==> src/rtl/wb_stage_buffer.sv <==
// MEM->WB stage register: valid/ready handshake over a head + skid pair of entries.
// Each lane picks its ALU or load result and drops r0 writes and same-bundle WAW losers at capture.

module wb_lane #(
  parameter int LANES  = 2,
  parameter int DATA_W = 32,
  parameter int REG_AW = 5,
  parameter int K      = 0
) (
  input  logic [LANES-1:0]        reg_write,
  input  logic [LANES*REG_AW-1:0] write_reg,
  input  logic                    mem_to_reg,
  input  logic [DATA_W-1:0]       read_data,
  input  logic [DATA_W-1:0]       alu_out,
  output logic [DATA_W-1:0]       wb_data,
  output logic                    qwe
);
  logic [REG_AW-1:0] rd_k;
  logic              kill;

  assign rd_k = write_reg[K*REG_AW +: REG_AW];

  // A younger lane (higher index) writing the same register supersedes this one.
  always_comb begin
    kill = 1'b0;
    for (int j = 0; j < LANES; j++) begin
      if (j > K && reg_write[j] && write_reg[j*REG_AW +: REG_AW] == rd_k) kill = 1'b1;
    end
  end

  assign wb_data = mem_to_reg ? read_data : alu_out;
  assign qwe     = reg_write[K] & (rd_k != '0) & ~kill;
endmodule

module wb_stage_buffer #(
  parameter int LANES  = 2,
  parameter int DATA_W = 32,
  parameter int REG_AW = 5
) (
  input  logic                    clk,
  input  logic                    reset_n,
  input  logic                    flush,
  input  logic                    in_valid,
  output logic                    in_ready,
  input  logic [LANES-1:0]        reg_write_i,
  input  logic [LANES-1:0]        mem_to_reg_i,
  input  logic [LANES*DATA_W-1:0] read_data_i,
  input  logic [LANES*DATA_W-1:0] alu_out_i,
  input  logic [LANES*REG_AW-1:0] write_reg_i,
  output logic                    out_valid,
  input  logic                    out_ready,
  output logic [LANES-1:0]        reg_write_o,
  output logic [LANES*DATA_W-1:0] wb_data_o,
  output logic [LANES*REG_AW-1:0] write_reg_o
);
  typedef enum logic [1:0] {EMPTY = 2'd0, ONE = 2'd1, FULL = 2'd2} occ_e;

  typedef struct packed {
    logic [LANES-1:0]             qwe;
    logic [LANES-1:0][DATA_W-1:0] data;
    logic [LANES-1:0][REG_AW-1:0] addr;
  } entry_t;

  occ_e   state, state_nxt;
  entry_t cap, head, skid;
  logic   accept, pop, ld_head, ld_skid, mv_skid;

  logic [LANES-1:0][DATA_W-1:0] cap_data;
  logic [LANES-1:0]             cap_qwe;

  for (genvar k = 0; k < LANES; k++) begin : g_lane
    wb_lane #(.LANES(LANES), .DATA_W(DATA_W), .REG_AW(REG_AW), .K(k)) u_lane (
      .reg_write (reg_write_i),
      .write_reg (write_reg_i),
      .mem_to_reg(mem_to_reg_i[k]),
      .read_data (read_data_i[k*DATA_W +: DATA_W]),
      .alu_out   (alu_out_i[k*DATA_W +: DATA_W]),
      .wb_data   (cap_data[k]),
      .qwe       (cap_qwe[k])
    );
  end

  assign cap = {cap_qwe, cap_data, write_reg_i};

  // Handshake flags decode straight from the occupancy register.
  assign in_ready  = (state != FULL);
  assign out_valid = (state != EMPTY);
  assign accept    = in_valid & in_ready;
  assign pop       = out_valid & out_ready;

  always_ff @(posedge clk or negedge reset_n) begin
    if (!reset_n) state <= EMPTY;
    else          state <= state_nxt;
  end

  always_comb begin
    state_nxt = state;
    ld_head   = 1'b0;
    ld_skid   = 1'b0;
    mv_skid   = 1'b0;
    if (flush) begin
      state_nxt = EMPTY;
    end else begin
      case (state)
        EMPTY: if (accept) begin
          state_nxt = ONE;
          ld_head   = 1'b1;
        end
        ONE: begin
          if (accept && pop) begin
            ld_head = 1'b1;
          end else if (accept) begin
            state_nxt = FULL;
            ld_skid   = 1'b1;
          end else if (pop) begin
            state_nxt = EMPTY;
          end
        end
        FULL: if (pop) begin
          state_nxt = ONE;
          mv_skid   = 1'b1;
        end
        default: state_nxt = EMPTY;
      endcase
    end
  end

  always_ff @(posedge clk or negedge reset_n) begin
    if (!reset_n) begin
      head <= '0;
      skid <= '0;
    end else begin
      if (ld_head)      head <= cap;
      else if (mv_skid) head <= skid;
      if (ld_skid)      skid <= cap;
    end
  end

  assign reg_write_o = head.qwe & {LANES{out_valid}};
  assign wb_data_o   = head.data;
  assign write_reg_o = head.addr;
endmodule

==> config.mk <==
export PLATFORM = sky130hd
export DESIGN_NAME = wb_stage_buffer
export DESIGN_NICKNAME = d
export VERILOG_FILES = /design/src/rtl/wb_stage_buffer.sv
export SDC_FILE = /design/constraint.sdc
export NUM_CORES = 1
export LEC_CHECK = 0
export BUFFER_PORTS_ARGS = -buffer_cell sky130_fd_sc_hd__buf_2
export CORE_MARGIN = 3
export CORE_UTILIZATION = 52
export DETAILED_ROUTE_END_ITERATION = 16
export PLACE_DENSITY = 0.81
export SLEW_MARGIN = 10
export SYNTH_ARGS = -nofsm -noshare
export SYNTH_HDL_FRONTEND = slang
export SYNTH_SLANG_ARGS = --single-unit
export TNS_END_PERCENT = 1
==> constraint.sdc <==
create_clock -name clk -period 1.9 [get_ports clk]
set_input_delay 0 -clock clk [delete_from_list [all_inputs] [get_ports clk]]
set_output_delay 0 -clock clk [all_outputs]
set_load 0.02 [all_outputs]
==> results of run 1 <==
[area by class of cell]
| type | count | area, sq um | area share, % |
|---|---|---|---|
| Timing Repair Buffer | 393 | 2887 | 27.94 |
| Clock buffer | 22 | 474.2 | 4.591 |
| Antenna cell | 2 | 5.005 | 0.04845 |
| Multi-Input combinational cell | 411 | 2750 | 26.62 |
| Sequential cell | 154 | 3854 | 37.31 |
| Clock inverter | 10 | 140.1 | 1.357 |
| Tap cell | 176 | 220.2 | 2.132 |
[placed cells by master (no fill, tap or decap), types with 3 or more instances in the layout]
| master | n |
|---|---|
| nand2_1 | 146 |
| a221o_1 | 12 |
| dlygate4sd3_1 | 151 |
| xor2_1 | 4 |
| o221a_2 | 50 |
| clkinvlp_4 | 3 |
| dfrtp_1 | 154 |
| clkbuf_8 | 3 |
| mux2i_1 | 65 |
| buf_12 | 9 |
| nor2_1 | 16 |
| mux2_2 | 10 |
| a31oi_1 | 3 |
| bufinv_16 | 3 |
| a21oi_1 | 5 |
| clkbuf_16 | 17 |
| buf_2 | 223 |
| buf_4 | 9 |
| o21ai_1 | 5 |
| o21ai_0 | 63 |
| and3_1 | 4 |
| a22oi_1 | 7 |
[critical path: stages (launching register included)]
cell     delay (ps)
dfrtp_1         440
nor2b_1         300
nand2_4         270
buf_12          270
o21ai_0         280
[metal layers]
layer  global-route usage, %  share of wire [%]
met5                       0                  0
met3                   5.842                5.1
met2                   48.21                 52
met1                   31.34                 38
met4                   13.84                4.5
[synthesized netlist by cell type, types with 2 or more instances]
| cell | n |
|---|---|
| buf_2 | 27 |
| a22oi_1 | 7 |
| dfrtp_1 | 154 |
| buf_1 | 2 |
| buf_4 | 80 |
| or4_1 | 2 |
| xor2_1 | 4 |
| nor2_1 | 16 |
| nand2_1 | 147 |
| o221a_2 | 50 |
| and3_1 | 4 |
| nand2b_1 | 2 |
| a21oi_1 | 5 |
| o21ai_0 | 63 |
| mux2_2 | 10 |
| a221o_1 | 12 |
| and2_1 | 3 |
| a31oi_1 | 3 |
| o21ai_1 | 5 |
| mux2i_1 | 65 |
| clkbuf_1 | 11 |
| nor2b_1 | 2 |
[cells by family after synthesis]
kind of cell / after synthesis / synth area share [%]
and+or+nand+nor: 182 / 10.26
xor gates and xnor gates: 5 / 0.5938
muxes: 75 / 10.35
buffers and inverters: 121 / 10.79
DFF: 154 / 52.26
AOI/OAI and AO/OA: 149 / 15.74
[worst paths after layout]
kind,slack [ps],to
min in group asynchronous,150,wb_data_o[54]
max,200,skid[24]
max reg2reg,200,skid[24]
max in group asynchronous,1320,skid[67]
min reg2reg,480,write_reg_o[9]
min,10,wb_data_o[33]
[timing repair]
action,CTS,global route
endpoints found under the hold margin,294,1
setup endpoints to repair,0,1
hold buffers,151,1
[registers in the layout, summed over array words and instances, names as in the netlist]
signal       flops
head             2
skid            76
state            2
wb_data_o       64
write_reg_o     10
[power groups by stage]
stage	Clock [mW]	Combinational, mW	Sequential, mW
final	3.50	2.44	4.51
after detailed placement	0	2.08	4.50
after global placement	0	2.00	4.47
after floorplan	0	1.76	4.38
after global routing	3.70	2.65	4.57
after CTS	3.54	2.37	4.46
[stage by stage]
stage	util [%]	hold slack, ps
after floorplan	-	-295.6
after global routing	76.17	21.14
after CTS	76.15	3.623
final	76.19	12.68
after detailed placement	60.47	-213.1
after global placement	60.47	-213.3
==> impl_metrics.toml, run 1 <==
[synth]
synth_edf_count = 0
synthCells = 686
yosysTopAreaCell = "dfrtp_1"
synth_seq_cells = 154
synth_area_sq_mm = 0.007375
ys.flop_type = "dfrtp_1"
synth_top_area_share_pct = 52.26
async_flop_share_pct = 100.0
yosys-top-cells-area = "dfrtp_1, mux2i_1, buf_4"
synthDistinctLibCells = 34
seq_area_frac_synth_pct = 52.26
post_synth.cell_area_avg_sq_um = 10.75
yosysWarnings = 0
synth_fp_nets = 833

[global_route]
grt_pass1_wl_mm = 34.64
grt_overflow_total = 0
grt_antenna_before_repair = 1
grt_usage_pct = 27.32
grt_max_degree = 80
grt_pass1_vias = 6844

[power]
ir_drop_mv = 0.6152
switching_power_mw = 3.083
swShare_pct = 29.53
seq_power_share_pct = 43.2
power_leakage_nw = 4.972
pwr-share-clk_pct = 33.5
internal_power_mw = 7.357
comb_power_share_pct = 23.3
design_power_total_mw = 10.44
powerDensity_mw_per_mm2 = 1011

[clock_network]
cts_resized = 0
cts_buffers = 17
cts_sinks = 154
cts-root-buf = "clkbuf_16"
clkTransAtPathRegs_ps = 60
clkLatencyLatePin_ps = 420
clk_path_buf_depth = 2
cts_tree = "built"
post_cts_buffers = 0
cts_max_level = 4

[floorplanning]
start_util_pct = 54.39
die-area_sq_mm = 0.01565
die_width_microns = 125.1
coreArea_sq_mm = 0.01356
die_y_microns = 125.1
io_pins = 225
row_count = 42

[placed_design]
hpwlAfterDp_mm = 11.43
port_buffers = 224
place_inst = 983
pre_cts_ws_ps = 319.7
postPlaceCellArea_sq_mm = 0.008199
gp_congestion = 0.7689

[sta]
period_share_pct = 89.23
fin_setup_tns_ps = 0
min_period_ps = 1695
fin_ws_ps = 204.6
rsz0062_at_grt = "false"
worst_pin_slew_ps = 420.7
setup_viol = 0
report.final.hold_viol_count = 0
fmax_ghz = 0.5898
drv_slew = 0
skew_ps = 6.202
max_slew_margin_pct = 71.96

[worst_setup_path]
path_max_fanout = 48
start_kind = "flop"
arrival_ps = 2000
startpoint = "state[0]"
critical_path_class = "reg2reg"
rr_worst_depth = 4
reg2reg_from = "state[0]"
cp.required_ps = 2210
cp-end-kind = "flop"

[drt]
antenna_left = 0
via_per_inst = 5.525
drt-initial-drc-count = 501
wl_per_cell_microns = 18.31
num_vias = 6453
drcViolationCount = 0
firstDrtPassIters = 5
wl_mm = 21.39

[final_layout]
layoutNonFillerInstCount = 1168
drive_gt1_share_pct = 34.34
num-fill-cells = 829
fin_area_sq_mm = 0.01033
nNetsFinal = 1124
syn_to_final_growth_pct = 40.07

[flow_run]
cap_violations = 0

[hold_path]
min_from = "read_data_i[33]"
hold_class = "in2reg"
hold_path_depth = 4

[outcome]
outcome = "finished, final reports clean"
No activity file was read; power rests on OpenSTA's default activity.
==> run 2, diff against run 1 <==
--- a/config.mk
+++ b/config.mk
@@ -9,6 +9,7 @@
 export CORE_MARGIN = 3
 export CORE_UTILIZATION = 52
 export DETAILED_ROUTE_END_ITERATION = 16
+export MAX_ROUTING_LAYER = met4
 export PLACE_DENSITY = 0.81
 export SLEW_MARGIN = 10
 export SYNTH_ARGS = -nofsm -noshare
==> run 2 against run 1 <==
Against the previous run: cell count unchanged; die area stayed put; design area unchanged; sequential share of layout area unchanged; flip-flop and latch count unchanged; via count is 0.39% higher; hold slack better by 2.0 ps; clock skew is 7.5 ps higher; wire length hardly changed; global-route usage is 0.87 points higher; sequential power barely moved.
==> impl_metrics.toml, run 2 (synthesis results as in run 1) <==
[outcome]
outcome = "finished, final reports clean"

[clock_network]
post_cts_buffers = 0
cts_tree = "built"
clkTransAtPathRegs_ps = 60
clk_path_buf_depth = 2
cts_max_level = 4
cts-root-buf = "clkbuf_16"
cts_sinks = 154
cts_buffers = 17
clkLatencyLatePin_ps = 420

[placed_design]
gp_congestion = 0.7792
pre_cts_ws_ps = 319.7
hpwlAfterDp_mm = 11.43
port_buffers = 224

[hold_path]
hold_class = "in2reg"

[floorplanning]
die_y_microns = 125.1
die-area_sq_mm = 0.01565
die_width_microns = 125.1
start_util_pct = 54.39
coreArea_sq_mm = 0.01356
row_count = 42
io_pins = 225

[final_layout]
largest_reg_flops = 76
num-fill-cells = 829
final_common_cell = "buf_2"
drive_gt1_share_pct = 34.34
mostFrequentLayoutCells = "buf_2, dfrtp_1, dlygate4sd3_1"
syn_to_final_growth_pct = 40.07
regMostFlops = "skid"
post-route-util_pct = 76.19
nNetsFinal = 1124

[global_route]
grt_pass1_wl_mm = 34.66
grt_antenna_before_repair = 1
grt_pass1_vias = 6822
grt_overflow_total = 0
grt_usage_pct = 28.19
grt_max_degree = 80

[drt]
num_vias = 6478
drt-initial-drc-count = 473
wl_mm = 21.39
via_per_inst = 5.546
firstDrtPassIters = 5
wl_per_cell_microns = 18.31
drcViolationCount = 0
antenna_left = 0

[sta]
skew_ps = 13.67
fmax_ghz = 0.5969
drv_slew = 0
fin_hold_ws_ps = 14.65
report.final.hold_viol_count = 0
setup_viol = 0
max_slew_margin_pct = 71.92
rsz0062_at_grt = "false"
worst_pin_slew_ps = 421.2
period_share_pct = 88.17
fin_ws_ps = 224.8
min_period_ps = 1675
fin_setup_tns_ps = 0

[power]
powerDensity_mw_per_mm2 = 1011
power_leakage_nw = 4.972
ir_drop_mv = 0.6176
design_power_total_mw = 10.44

[worst_setup_path]
path_cells = "nor2b_1, nand2_4, buf_12, o21ai_0"
path_buf_inv = 1
start_kind = "flop"
critPathMaxStageDelay_ps = 440
path_max_fanout = 48
cp-end-kind = "flop"
cp.required_ps = 2210
arrival_ps = 1990
worst-r2r-setup-slack_ps = 220
cp_top_family = "simple AND/OR/NAND/NOR gates"
critical_path_class = "reg2reg"
cpMaxStageDelayCell = "dfrtp_1"

[flow_run]
cap_violations = 0
run 2: worst reg2reg max path, stage by stage (launching register included):
cell,delay [ps]
dfrtp_1,440
nor2b_1,300
nand2_4,280
buf_12,270
o21ai_0,280
run 2: metrics by stage:
step,instance area (sq um),std cells
after detailed placement,8199,983
after floorplan,7375,686
after global placement,8199,983
after CTS,10320,1166
final,10330,1168
after global routing,10330,1167
run 2: cell type report:
| class | instances | area, sq um | share of cell area [%] |
|---|---|---|---|
| well taps | 176 | 220.2 | 2.132 |
| clock buffers | 22 | 474.2 | 4.591 |
| clock inverters | 10 | 140.1 | 1.357 |
| diodes | 2 | 5.005 | 0.04845 |
| multi-input cells | 411 | 2750 | 26.62 |
| repair buffers | 393 | 2887 | 27.94 |
| flip-flops and latches | 154 | 3854 | 37.31 |
run 2: per-layer routing:
layer  track usage, %  up-vias  routed length, microns
met4            14.16        0                     902
met3            5.160       77                    1219
li1                 -     2938                       -
met1            31.88     3149                    8072
met5                -        -                       0
met2            48.09      314                   11200
run 2: timing repair:
action                                  CTS  global route
endpoints found under the setup margin    0             1
resized for setup                         0             0
hold buffers                            151             1
endpoints found under the hold margin   294             1
run 2: power breakdown:
group          leakage [nW]  internal (mW)  switching [mW]
Clock                 0.293           2.17            1.33
Sequential             1.85           4.04           0.466
Combinational          2.83           1.15            1.29
run 2: worst paths after layout:
check / startpoint / end / depth (start not counted)
worst min-delay path: read_data_i[33] / wb_data_o[33] / 4
worst max register to register: state[0] / skid[24] / 4
worst max-delay path: state[0] / skid[24] / 4
max in group asynchronous: reset_n / skid[67] / 3
worst min register to register: write_reg_o[9] / write_reg_o[9] / 2
min in group asynchronous: reset_n / wb_data_o[58] / 3
